## config.mk

```make
export PLATFORM = sky130hd
export DESIGN_NAME = prio_seg_display_flat
export DESIGN_NICKNAME = d
export VERILOG_FILES = /design/src/rtl/prio_seg_display_pkg.sv /design/src/rtl/prio_seg_display_if.sv /design/src/rtl/prio_seg_display_seg7_dec.sv /design/src/rtl/prio_seg_display.sv /design/src/flat_wrapper.sv
export SDC_FILE = /design/constraint.sdc
export NUM_CORES = 1
export LEC_CHECK = 0
export BUFFER_PORTS_ARGS = -buffer_cell sky130_fd_sc_hd__buf_2
export CORE_UTILIZATION = 50
export DETAILED_ROUTE_END_ITERATION = 7
export GPL_ROUTABILITY_DRIVEN = 0
export PLACE_DENSITY = 0.7
export SLEW_MARGIN = 20
export SYNTH_ARGS = -nofsm -noshare
export SYNTH_HDL_FRONTEND = slang
export SYNTH_SLANG_ARGS = --single-unit
```

## constraint.sdc

```tcl
create_clock -name clk -period 3.15 [get_ports clk]
set_clock_uncertainty 0.05 [all_clocks]
set_input_delay 0.7875 -clock clk [delete_from_list [all_inputs] [get_ports clk]]
set_output_delay 0.7875 -clock clk [all_outputs]
set_load 0.01 [all_outputs]
```

## src/rtl/prio_seg_display_pkg.sv

```systemverilog
// prio_disp_pkg: types and constants shared by the priority-code display
// stage.
//   state_t  - qualifier FSM states (HOLD, QUAL)
//   entry_t  - one history slot {valid, f, y}
//   SEG_*    - active-low 7-segment glyphs (bit0=a .. bit6=g, bit7=dp)
package prio_disp_pkg;

  typedef enum logic [0:0] {
    HOLD = 1'b0,
    QUAL = 1'b1
  } state_t;

  typedef struct packed {
    logic       valid;
    logic       f;
    logic [2:0] y;
  } entry_t;

  localparam logic [7:0] SEG_BLANK = 8'hFF;
  localparam logic [7:0] SEG_DASH  = 8'hBF;
  localparam logic [7:0] SEG_HEX [0:7] = '{
    8'hC0, 8'hF9, 8'hA4, 8'hB0, 8'h99, 8'h92, 8'h82, 8'hF8
  };

endpackage

```

## src/rtl/prio_seg_display_if.sv

```systemverilog
// prio_seg_display_if: bundles the encoder-facing inputs and the display
// outputs of prio_seg_display.
//   en, y, f              - qualifier enable, encoder code, encoder valid
//   seg0..seg3            - active-low digits, seg0 newest
//   led_valid, upd_cnt    - f of the latest accepted pair, update counter
//   dbg_state             - current qualifier FSM state
// master: stimulus side (drives en/y/f). slave: the display stage.
// There is no handshake: {f,y} is sampled unconditionally on every edge.
interface prio_seg_display_if;
  import prio_disp_pkg::*;

  logic       en;
  logic [2:0] y;
  logic       f;
  logic [7:0] seg0;
  logic [7:0] seg1;
  logic [7:0] seg2;
  logic [7:0] seg3;
  logic       led_valid;
  logic [7:0] upd_cnt;
  state_t     dbg_state;

  modport master (
    output en, y, f,
    input  seg0, seg1, seg2, seg3, led_valid, upd_cnt, dbg_state
  );

  modport slave (
    input  en, y, f,
    output seg0, seg1, seg2, seg3, led_valid, upd_cnt, dbg_state
  );

endinterface

```

## src/rtl/prio_seg_display_seg7_dec.sv

```systemverilog
// seg7_dec: combinational decode of one history entry to an active-low glyph.
//   e   - history entry {valid, f, y}
//   seg - glyph; blank if invalid, dash if f=0, hex digit of y otherwise.
//         The decimal point is always off.
module seg7_dec
  import prio_disp_pkg::*;
(
  input  entry_t     e,
  output logic [7:0] seg
);

  always_comb begin
    seg = SEG_BLANK;
    if (e.valid) begin
      if (e.f) seg = SEG_HEX[e.y];
      else     seg = SEG_DASH;
    end
  end

endmodule

```

## src/rtl/prio_seg_display.sv

```systemverilog
// prio_seg_display: stability-qualified consumer of an 8-to-3 priority
// encoder. A new {f,y} pair is accepted on its STABLE_CYCLES-th consecutive
// sampling edge; accepted pairs are pushed into a 4-deep history shown on
// four 7-segment digits (seg0 newest).
//   clk, rst - clock, synchronous active-high reset
//   bus      - prio_seg_display_if.slave (en, y, f in; digits, led_valid,
//              upd_cnt, dbg_state out)
module prio_seg_display
  import prio_disp_pkg::*;
#(
  parameter int STABLE_CYCLES = 4,
  parameter int HIST_DEPTH    = 4
) (
  input logic                clk,
  input logic                rst,
  prio_seg_display_if.slave  bus
);

  state_t     state, state_n;
  logic [7:0] cnt, cnt_n;
  logic [3:0] cand, cand_n;
  logic [3:0] acc;
  logic       accept;
  logic [3:0] samp;
  logic [8:0] cnt_inc;
  entry_t     hist [HIST_DEPTH];
  logic       led_q;
  logic [7:0] upd_q;

  assign samp    = {bus.f, bus.y};
  assign cnt_inc = {1'b0, cnt} + 9'd1;

  // Next-state logic. Whenever accept is raised the sample equals the
  // candidate being accepted, so the sample itself is what gets committed.
  always_comb begin
    state_n = state;
    cnt_n   = cnt;
    cand_n  = cand;
    accept  = 1'b0;
    if (!bus.en) begin
      state_n = HOLD;
      cnt_n   = '0;
    end else begin
      case (state)
        HOLD: begin
          if (samp != acc) begin
            cand_n = samp;
            if (STABLE_CYCLES == 1) begin
              accept = 1'b1;
              cnt_n  = '0;
            end else begin
              cnt_n   = 8'd1;
              state_n = QUAL;
            end
          end
        end
        QUAL: begin
          if (samp == cand) begin
            if (cnt_inc >= 9'(STABLE_CYCLES)) begin
              accept  = 1'b1;
              cnt_n   = '0;
              state_n = HOLD;
            end else begin
              cnt_n = cnt_inc[7:0];
            end
          end else if (samp == acc) begin
            cnt_n   = '0;
            state_n = HOLD;
          end else begin
            cand_n = samp;
            cnt_n  = 8'd1;
          end
        end
        default: begin
          state_n = HOLD;
          cnt_n   = '0;
        end
      endcase
    end
  end

  always_ff @(posedge clk) begin
    if (rst) begin
      state <= HOLD;
      cnt   <= '0;
      cand  <= '0;
      acc   <= '0;
      led_q <= 1'b0;
      upd_q <= '0;
      for (int i = 0; i < HIST_DEPTH; i++) hist[i] <= '0;
    end else begin
      state <= state_n;
      cnt   <= cnt_n;
      cand  <= cand_n;
      if (accept) begin
        acc     <= samp;
        led_q   <= samp[3];
        upd_q   <= upd_q + 8'd1;
        hist[0] <= '{valid: 1'b1, f: samp[3], y: samp[2:0]};
        for (int i = 1; i < HIST_DEPTH; i++) hist[i] <= hist[i-1];
      end
    end
  end

  seg7_dec u_dec0 (.e(hist[0]), .seg(bus.seg0));
  seg7_dec u_dec1 (.e(hist[1]), .seg(bus.seg1));
  seg7_dec u_dec2 (.e(hist[2]), .seg(bus.seg2));
  seg7_dec u_dec3 (.e(hist[3]), .seg(bus.seg3));

  assign bus.led_valid = led_q;
  assign bus.upd_cnt   = upd_q;
  assign bus.dbg_state = state;

endmodule

```

## src/flat_wrapper.sv

```systemverilog
// flat-port wrapper written by rule: the top's interface ports become plain ports
module prio_seg_display_flat import prio_disp_pkg::*;
#(
  parameter int STABLE_CYCLES = 4,
  parameter int HIST_DEPTH    = 4
)
  (clk, rst, bus_en, bus_y, bus_f, bus_seg0, bus_seg1, bus_seg2, bus_seg3, bus_led_valid, bus_upd_cnt, bus_dbg_state);
  prio_seg_display_if bus_i ();
  input logic clk;
  input logic rst;
  input wire logic [$bits(bus_i.en)-1:0] bus_en;
  input wire logic [$bits(bus_i.y)-1:0] bus_y;
  input wire logic [$bits(bus_i.f)-1:0] bus_f;
  output wire logic [$bits(bus_i.seg0)-1:0] bus_seg0;
  output wire logic [$bits(bus_i.seg1)-1:0] bus_seg1;
  output wire logic [$bits(bus_i.seg2)-1:0] bus_seg2;
  output wire logic [$bits(bus_i.seg3)-1:0] bus_seg3;
  output wire logic [$bits(bus_i.led_valid)-1:0] bus_led_valid;
  output wire logic [$bits(bus_i.upd_cnt)-1:0] bus_upd_cnt;
  output wire logic [$bits(bus_i.dbg_state)-1:0] bus_dbg_state;
  assign bus_i.en = bus_en;
  assign bus_i.y = bus_y;
  assign bus_i.f = bus_f;
  assign bus_seg0 = bus_i.seg0;
  assign bus_seg1 = bus_i.seg1;
  assign bus_seg2 = bus_i.seg2;
  assign bus_seg3 = bus_i.seg3;
  assign bus_led_valid = bus_i.led_valid;
  assign bus_upd_cnt = bus_i.upd_cnt;
  assign bus_dbg_state = bus_i.dbg_state;
  prio_seg_display #(.STABLE_CYCLES(STABLE_CYCLES), .HIST_DEPTH(HIST_DEPTH)) u_core (.clk(clk), .rst(rst), .bus(bus_i));
endmodule
```

### Word level (Yosys, flattened, before mapping)

Memories as Yosys holds them, arrays and structs flattened.
Cells that the tools add are included.

| operators by class | value |
|---|---|
| equal/unequal tests | 6 |
| reduce and logical (&&, ||, !) cells | 2 |
| $lt $le $gt $ge | 5 |
| bitwise operators | 10 |
| $add $sub $neg | 2 |
| mux-type cells | 43 |

Operator list:

| operator | number |
|---|---|
| $mux W8 | 19 |
| $mux W5 | 4 |
| $ge A4 B4 Y1 const B | 4 |
| $not A3 Y4 | 4 |
| $pmux W8 S2 | 1 |
| $mux W1 | 14 |
| $mux W4 | 3 |
| $add A8 B1 Y9 const B | 1 |
| $ge A9 B3 Y1 const B | 1 |
| $add A8 B1 Y8 const B | 1 |
| $eq A4 B4 Y1 | 2 |
| $pmux W4 S2 | 1 |
| $ne A2 B2 Y1 const B | 2 |
| $ne A4 B4 Y1 | 1 |
| $or A1 B1 Y1 | 4 |
| $reduce_and A4 Y1 | 1 |
| $ne A2 B1 Y1 const B | 1 |
| $not A1 Y1 | 2 |
| $pmux W1 S2 | 1 |
| $reduce_or A2 Y1 | 1 |

| word-level totals | value |
|---|---|
| memories | 5 |
| output and inout bits | 42 |
| input bits | 7 |
| register bits | 26 |
| word-level logic and storage cells | 79 |
| RAM bits | 20 |
| ROM bits | 256 |

Memories:

| memory | words | bits a word | read ports | clocked after memory_dff | write ports | line | RTL |
|---|---|---|---|---|---|---|---|
| (no name shown) | 8 | 8 | 1 | 0 | 0 | prio_seg_display_seg7_dec.sv:15 | `if (e.f) seg = SEG_HEX[e.y];` |
| (no name shown) | 8 | 8 | 1 | 0 | 0 | prio_seg_display_seg7_dec.sv:15 |  |
| (no name shown) | 8 | 8 | 1 | 0 | 0 | prio_seg_display_seg7_dec.sv:15 |  |
| (no name shown) | 8 | 8 | 1 | 0 | 0 | prio_seg_display_seg7_dec.sv:15 |  |
| u_core.hist | 4 | 5 | 4 | 0 | 4 | prio_seg_display.sv:26 | `entry_t hist [HIST_DEPTH];` |

### Longest topological paths before layout

Gate-level depths: netlist (run 1).

| logic depth | value |
|---|---|
| depth in word-level cells | 10 |
| mapped depth | 7 |

### Hierarchy

A second synthesis (run 1) with hierarchy kept.

| unflattened totals | value |
|---|---|
| cell total of the unflattened synthesis | 274 |
| area total of the unflattened synthesis | 2648.8 µm² |

By module, submodules not included:

| module | seq. area each (µm²) | cells each | times used | area an instance (µm²) |
|---|---|---|---|---|
| prio_seg_display | 1091.0 | 166 | 1 | 1888.1 |
| seg7_dec | 0.0 | 27 | 4 | 190.2 |

### Worst setup path after synthesis (run 1)

OpenSTA, ideal clock, no wires.

| timing path | value |
|---|---|
| path kind | input -> register |
| start point | input port bus_y[1] |
| end point | memory u_core.hist[0][0] (netlist name) (enable) |
| buffers on the path | 0 |
| data required time | 2.722 ns |
| path slack | 0.650 ns |
| library setup time | 0.378 ns |
| arrival | 2.072 ns |
| stages on the path | 4 |
| cell sequence | xor2_1 -> nor4_4 -> o211ai_1 -> nand2b_1 |

RTL lines:

| item | line | RTL |
|---|---|---|
| from (decl) | flat_wrapper.sv:12 | `input wire logic [$bits(bus_i.y)-1:0] bus_y;` |
| to (decl) | prio_seg_display.sv:26 |  |

==> flow_metrics.env, run 1 <==
export IMPL_status="finished clean"
export IMPL_synth_compound_area_share=0.113
export IMPL_period_share=0.780
export IMPL_die_w_um=72.8
export IMPL_yosysWarnings=0
export IMPL_first_iter_violations=59
export IMPL_grt_use_total=0.176
export IMPL_powerDensity_mw_per_mm2=368
export IMPL_wire_per_inst_um=11.1
export IMPL_setup_ws_ns=0.693
export IMPL_cap_viol_max_count=0
export IMPL_synth_seq_cells=45
export IMPL_drc=0
export IMPL_dpl_cell_area_mm2=0.00278
export IMPL_clock_sinks=45
export IMPL_cts_max_level=2
export IMPL_fmax_ghz=0.407
export IMPL_cts_tree="built"
export IMPL_ys_seq_area_frac=0.436
export IMPL_grt_pass1_wl_um=7310
export IMPL_ys_types=34
export IMPL_firstDrtPassIters=5
export IMPL_syn_inst=268
export IMPL_grt_overflow_total=0
export IMPL_critPathArrivalTime_ns=2.39
export IMPL_post_cts_setup_buffer_count=0
export IMPL_final_cell_mix="buf_2, nand2_1, dfxtp_1, ha_1, o21ai_0"
export IMPL_dieArea_mm2=0.00529
export IMPL_hold_violations=0
export IMPL_postCtsHoldBufs=0
export IMPL_die_h_um=72.8
export IMPL_worstSetupStartpointType="input port"
export IMPL_tightest_slew_ns=0.700
export IMPL_ant_nets=0
export IMPL_power_mw=1.05
export IMPL_pre_cts_slack_ns=0.361
export IMPL_cp_max_fo=19
export IMPL_setup_viol=0
export IMPL_required_ns=3.09
export IMPL_synth_simple_area_share=0.216
export IMPL_clockPowerShare=0.316
export IMPL_grt_max_degree=20
export IMPL_numCtsBuffers=5
export IMPL_rsz0062_at_grt="no"
export IMPL_netlist_area_mm2=0.00250
export IMPL_p_leak_nw=1.21
export IMPL_synth_xor_area_frac=0.0315
export IMPL_ir_drop_mv=0.330
export IMPL_nets=344
export IMPL_fin_crit_ns=2.46
export IMPL_n_antenna_cell=0
export IMPL_clockRootBuffer="clkbuf_8"
export IMPL_critical_path_class="in -> reg"
export IMPL_pwr_share_seq=0.604
export IMPL_vias=1915
export IMPL_fin_tns_setup_ns=0
export IMPL_grt_pass1_vias=1720
export IMPL_p_sw_frac=0.232
export IMPL_clk_path_buf_depth=2
export IMPL_drive_above_1_share=0.178
export IMPL_yosys_area_share_adder=0.115
export IMPL_ios=49
export IMPL_pwr_share_comb=0.080
export IMPL_avgSynthCellArea_um2=9.34
export IMPL_power_switching_uw=244
export IMPL_antenna_found_initial=0
export IMPL_clkTransAtPathRegs_ns=0.08
export IMPL_finalWirelength_um=4250
export IMPL_dp_hpwl_um=3330
export IMPL_synth_mux_area_frac=0.0400
export IMPL_syn2layout_area_growth_pct=14.3
export IMPL_hold_class="reg -> reg"
export IMPL_cts_resized_gates=0
export IMPL_core_area_mm2=0.00479
export IMPL_final_cell_area_mm2=0.00286
export IMPL_cp_end_kind="flip-flop"
export IMPL_slew_violations=0
export IMPL_p_int_uw=807
export IMPL_layout_commonest_cell="buf_2"
export IMPL_viasPerCell=5.01
export IMPL_synth_top_family_by_area="simple AND/OR/NAND/NOR gates"
export IMPL_row_count=25
export IMPL_start_util=0.523
export IMPL_worstSkewPairLatency_ns=0.29
export IMPL_relSlewSlack=0.531
export IMPL_port_buffers=44
## cell type report
cell class	instances	area (um^2)
multi-input cells	201	1310
inverters	14	52.6
repair buffers	47	243
flip-flops and latches	45	1090
clock buffers	7	76.3
clock inverters	1	7.51
well taps	67	83.8
fillers	445	1920
## critical path, stage by stage
cell	delay (ns)
buf_2	0.13
xor2_1	0.17
nor4_4	0.47
o211ai_1	0.40
nand2b_1	0.18
buf_4	0.26
## final timing paths
kind / start / endpoint / slack (ns) / cells past startpoint
worst min register to register: u_core.cnt[3] / u_core.cnt[3] / 0.42 / 1
worst max-delay path: bus_y[1] / u_core.hist[2][2] / 0.69 / 6
worst max register to register: u_core.cnt[0] / u_core.hist[2][2] / 0.93 / 6
worst min-delay path: u_core.cnt[3] / u_core.cnt[3] / 0.42 / 1
## flip-flops by register name (all words and copies together), names as in the netlist
signal                cells
u_core.acc                3
u_core.bus.dbg_state      1
u_core.bus.led_valid      1
u_core.bus.upd_cnt        8
u_core.cand               4
u_core.cnt                8
u_core.hist              20
## cells in the mapped netlist, drive strengths merged
library cell / n / area share
nor3: 10 / 0.020
o21ai: 20 / 0.040
ha: 23 / 0.11
clkbuf: 6 / 0.0090
nor4: 5 / 0.018
o211ai: 2 / 0.0080
or4: 4 / 0.012
nor2b: 2 / 0.0050
nand3: 10 / 0.020
nand2b: 2 / 0.0050
or3: 3 / 0.0075
o41ai: 1 / 0.0035
xor2: 9 / 0.031
inv: 14 / 0.021
nand4: 1 / 0.0025
o2bb2ai: 1 / 0.0035
nand2: 33 / 0.049
edfxtp: 19 / 0.23
o31ai: 3 / 0.0090
a21o: 6 / 0.018
buf: 5 / 0.016
a21oi: 14 / 0.028
mux2i: 10 / 0.040
conb: 1 / 0.0015
o2111ai: 1 / 0.0035
dfxtp: 26 / 0.21
nor2: 17 / 0.025
and2: 19 / 0.048
nor3b: 1 / 0.0030
## cells by family (layout without fill, tap and decap cells)
group                    Yosys count  in the layout
XOR/XNOR                           9              9
multiplexers                      10             10
adder cells (fa/ha/maj)           23             23
other                              1              4
buffers and inverters             25             69
flip-flops                        45             45
AO/OA/AOI/OAI                     48             48
AND/OR/NAND/NOR                  107            107
## through the flow
step | cells | hold slack, ns | utilization
2_1_floorplan | 271 | 0.381 | -
3_3_place_gp | 374 | 0.393 | 0.580
3_5_place_dp | 374 | 0.399 | 0.580
4_1_cts | 382 | 0.420 | 0.598
5_1_grt | 382 | 0.432 | 0.598
6_report | 382 | 0.416 | 0.598
## routing by layer
metal | share of wire | wire length (um) | up-vias | GRT usage
met2 | 0.47 | 2000 | 37 | 0.310
met1 | 0.48 | 2030 | 862 | 0.214
met4 | 0.011 | 48 | 0 | 0.0566
met5 | 0 | 0 | - | 0
met3 | 0.040 | 169 | 6 | 0.0387
li1 | - | - | 1010 | -
## power groups by stage
stage / clock network, mW / registers [mW] / logic, mW
global placement: 0 / 0.648 / 0.0841
detailed placement: 0 / 0.648 / 0.0853
global route: 0.361 / 0.638 / 0.0971
finish: 0.332 / 0.635 / 0.0845
floorplan: 0 / 0.642 / 0.0651
CTS: 0.342 / 0.635 / 0.0855
No activity file was read; power rests on OpenSTA's default activity.
==> inputs of run 2 (changes only) <==
==> constraint.sdc (replaced) <==
create_clock -name clk -period 2.34 [get_ports clk]
set_clock_uncertainty 0.05 [all_clocks]
set_input_delay 0.585 -clock clk [delete_from_list [all_inputs] [get_ports clk]]
set_output_delay 0.585 -clock clk [all_outputs]
set_load 0.01 [all_outputs]
==> flow_metrics.env, run 2 (synthesized netlist as in run 1, its figures left out) <==
export IMPL_cts_resized_gates=0
export IMPL_worstSkewPairLatency_ns=0.30
export IMPL_ant_nets=0
export IMPL_port_buffers=44
export IMPL_drive_above_1_share=0.206
export IMPL_rsz0062_at_grt="no"
export IMPL_layout_commonest_cell="buf_2"
export IMPL_hold_start="u_core.cnt[4]"
export IMPL_slew_violations=0
export IMPL_core_area_mm2=0.00479
export IMPL_critical_path_class="reg -> out"
export IMPL_dieArea_mm2=0.00529
export IMPL_cts_max_level=2
export IMPL_p_leak_nw=1.27
export IMPL_start_util=0.523
export IMPL_critPathArrivalTime_ns=1.52
export IMPL_finalWirelength_um=4520
export IMPL_ir_drop_mv=0.474
export IMPL_post_cts_setup_buffer_count=0
export IMPL_cp_max_fo=4
export IMPL_min_to="u_core.cnt[4]"
export IMPL_hold_class="reg -> reg"
export IMPL_dpl_cell_area_mm2=0.00287
export IMPL_required_ns=1.70
export IMPL_fin_crit_ns=2.15
export IMPL_antenna_found_initial=0
export IMPL_row_count=25
export IMPL_grt_use_total=0.185
export IMPL_hold_violations=0
export IMPL_die_h_um=72.8
export IMPL_setup_viol=0
export IMPL_worstSetupStartpointType="flip-flop"
export IMPL_status="finished clean"
export IMPL_grt_overflow_total=0
export IMPL_drt_met1_wl_um=2120
export IMPL_reg2reg_setup_slack_ns=0.27
export IMPL_grt_max_degree=20
export IMPL_fin_tns_setup_ns=0
export IMPL_grt_pass1_wl_um=7580
export IMPL_fmax_ghz=0.465
export IMPL_clockRootBuffer="clkbuf_8"
export IMPL_final_cell_area_mm2=0.00297
export IMPL_numCtsBuffers=5
export IMPL_topRoutingLayerUsed="met4"
export IMPL_hold_depth=1
export IMPL_n_antenna_cell=0
export IMPL_worst_r2r_cell_count=7
export IMPL_nets=354
export IMPL_first_iter_violations=78
export IMPL_die_w_um=72.8
export IMPL_r2r_end="u_core.bus.upd_cnt[4]"
export IMPL_vias=1965
export IMPL_period_share=0.919
export IMPL_cap_viol_max_count=0
export IMPL_wl_met3_um=142
export IMPL_powerDensity_mw_per_mm2=521
export IMPL_cts_tree="built"
export IMPL_clkTransAtPathRegs_ns=0.08
export IMPL_viasPerCell=5.01
export IMPL_timing_rr_start="u_core.cnt[0]"
export IMPL_dp_hpwl_um=3390
export IMPL_ios=49
export IMPL_cp_end_kind="output port"
export IMPL_top_register="u_core.hist"
export IMPL_clock_sinks=45
export IMPL_syn2layout_area_growth_pct=18.7
export IMPL_postCtsHoldBufs=0
export IMPL_largest_reg_flops=20
export IMPL_grt_pass1_vias=1747
export IMPL_final_cell_mix="buf_2, nand2_1, dfxtp_1, ha_1, o21ai_0"
export IMPL_drc=0
export IMPL_wire_per_inst_um=11.5
export IMPL_clk_path_buf_depth=2
export IMPL_wl_met2_um=2210
export IMPL_firstDrtPassIters=4
## run 2: changes by cell type in the layout (fill, tap and decap cells not counted)
cell,delta
buf_12,+1
clkbuf_1,-1
buf_4,+9
clkinv_2,+1
bufinv_16,+1
clkinvlp_4,-1
## run 2: worst max-delay path, cell delays in order, from the launching register on
cell and delay (ns):
edfxtp_1 0.44, inv_1 0.17, ha_1 0.26, nand2_1 0.08
o21ai_0 0.08, nand2_1 0.07, buf_2 0.12
## run 2: area by class of cell
class,instances,area (um^2)
Timing Repair Buffer,57,330
Sequential cell,45,1090
Tap cell,67,83.8
Inverter,14,52.6
Clock inverter,2,35.0
Multi-Input combinational cell,201,1310
Fill cell,435,1810
Clock buffer,6,72.6
## run 2: worst max-delay path by stage
stage	startpoint	end	cells past startpoint
after CTS	u_core.hist[0][0]	bus_seg0[3]	6
after global routing	u_core.hist[0][0]	bus_seg0[3]	6
after global placement	bus_y[1]	u_core.bus.upd_cnt[4]	7
after detailed placement	bus_y[1]	u_core.bus.upd_cnt[4]	7
after floorplan	bus_y[1]	u_core.hist[0][0]	4
final	u_core.hist[0][0]	bus_seg0[3]	6
## run 2: metrics by stage
step / hold WS [ns] / instances / utilization / worst slack, ns / power (mW)
global route: 0.427 / 392 / 0.621 / 0.0517 / 1.60
floorplan: 0.381 / 271 / - / 0.0424 / 0.952
finish: 0.413 / 392 / 0.621 / 0.190 / 1.55
global placement: 0.393 / 384 / 0.599 / 0.147 / 0.996
CTS: 0.417 / 392 / 0.621 / 0.181 / 1.56
detailed placement: 0.398 / 384 / 0.599 / 0.0875 / 0.999
## run 2: where the power goes
group          internal [mW]  switching [mW]  total, mW
combinational         0.0512          0.0741      0.125
clock                  0.317           0.252      0.568
sequential             0.833          0.0213      0.854
total                   1.20           0.347       1.55
## run 2: routing by layer
layer,up-vias,GRT usage
met4,0,0.0784
met2,35,0.326
met3,6,0.0331
li1,1030,-
met1,894,0.222
met5,-,0
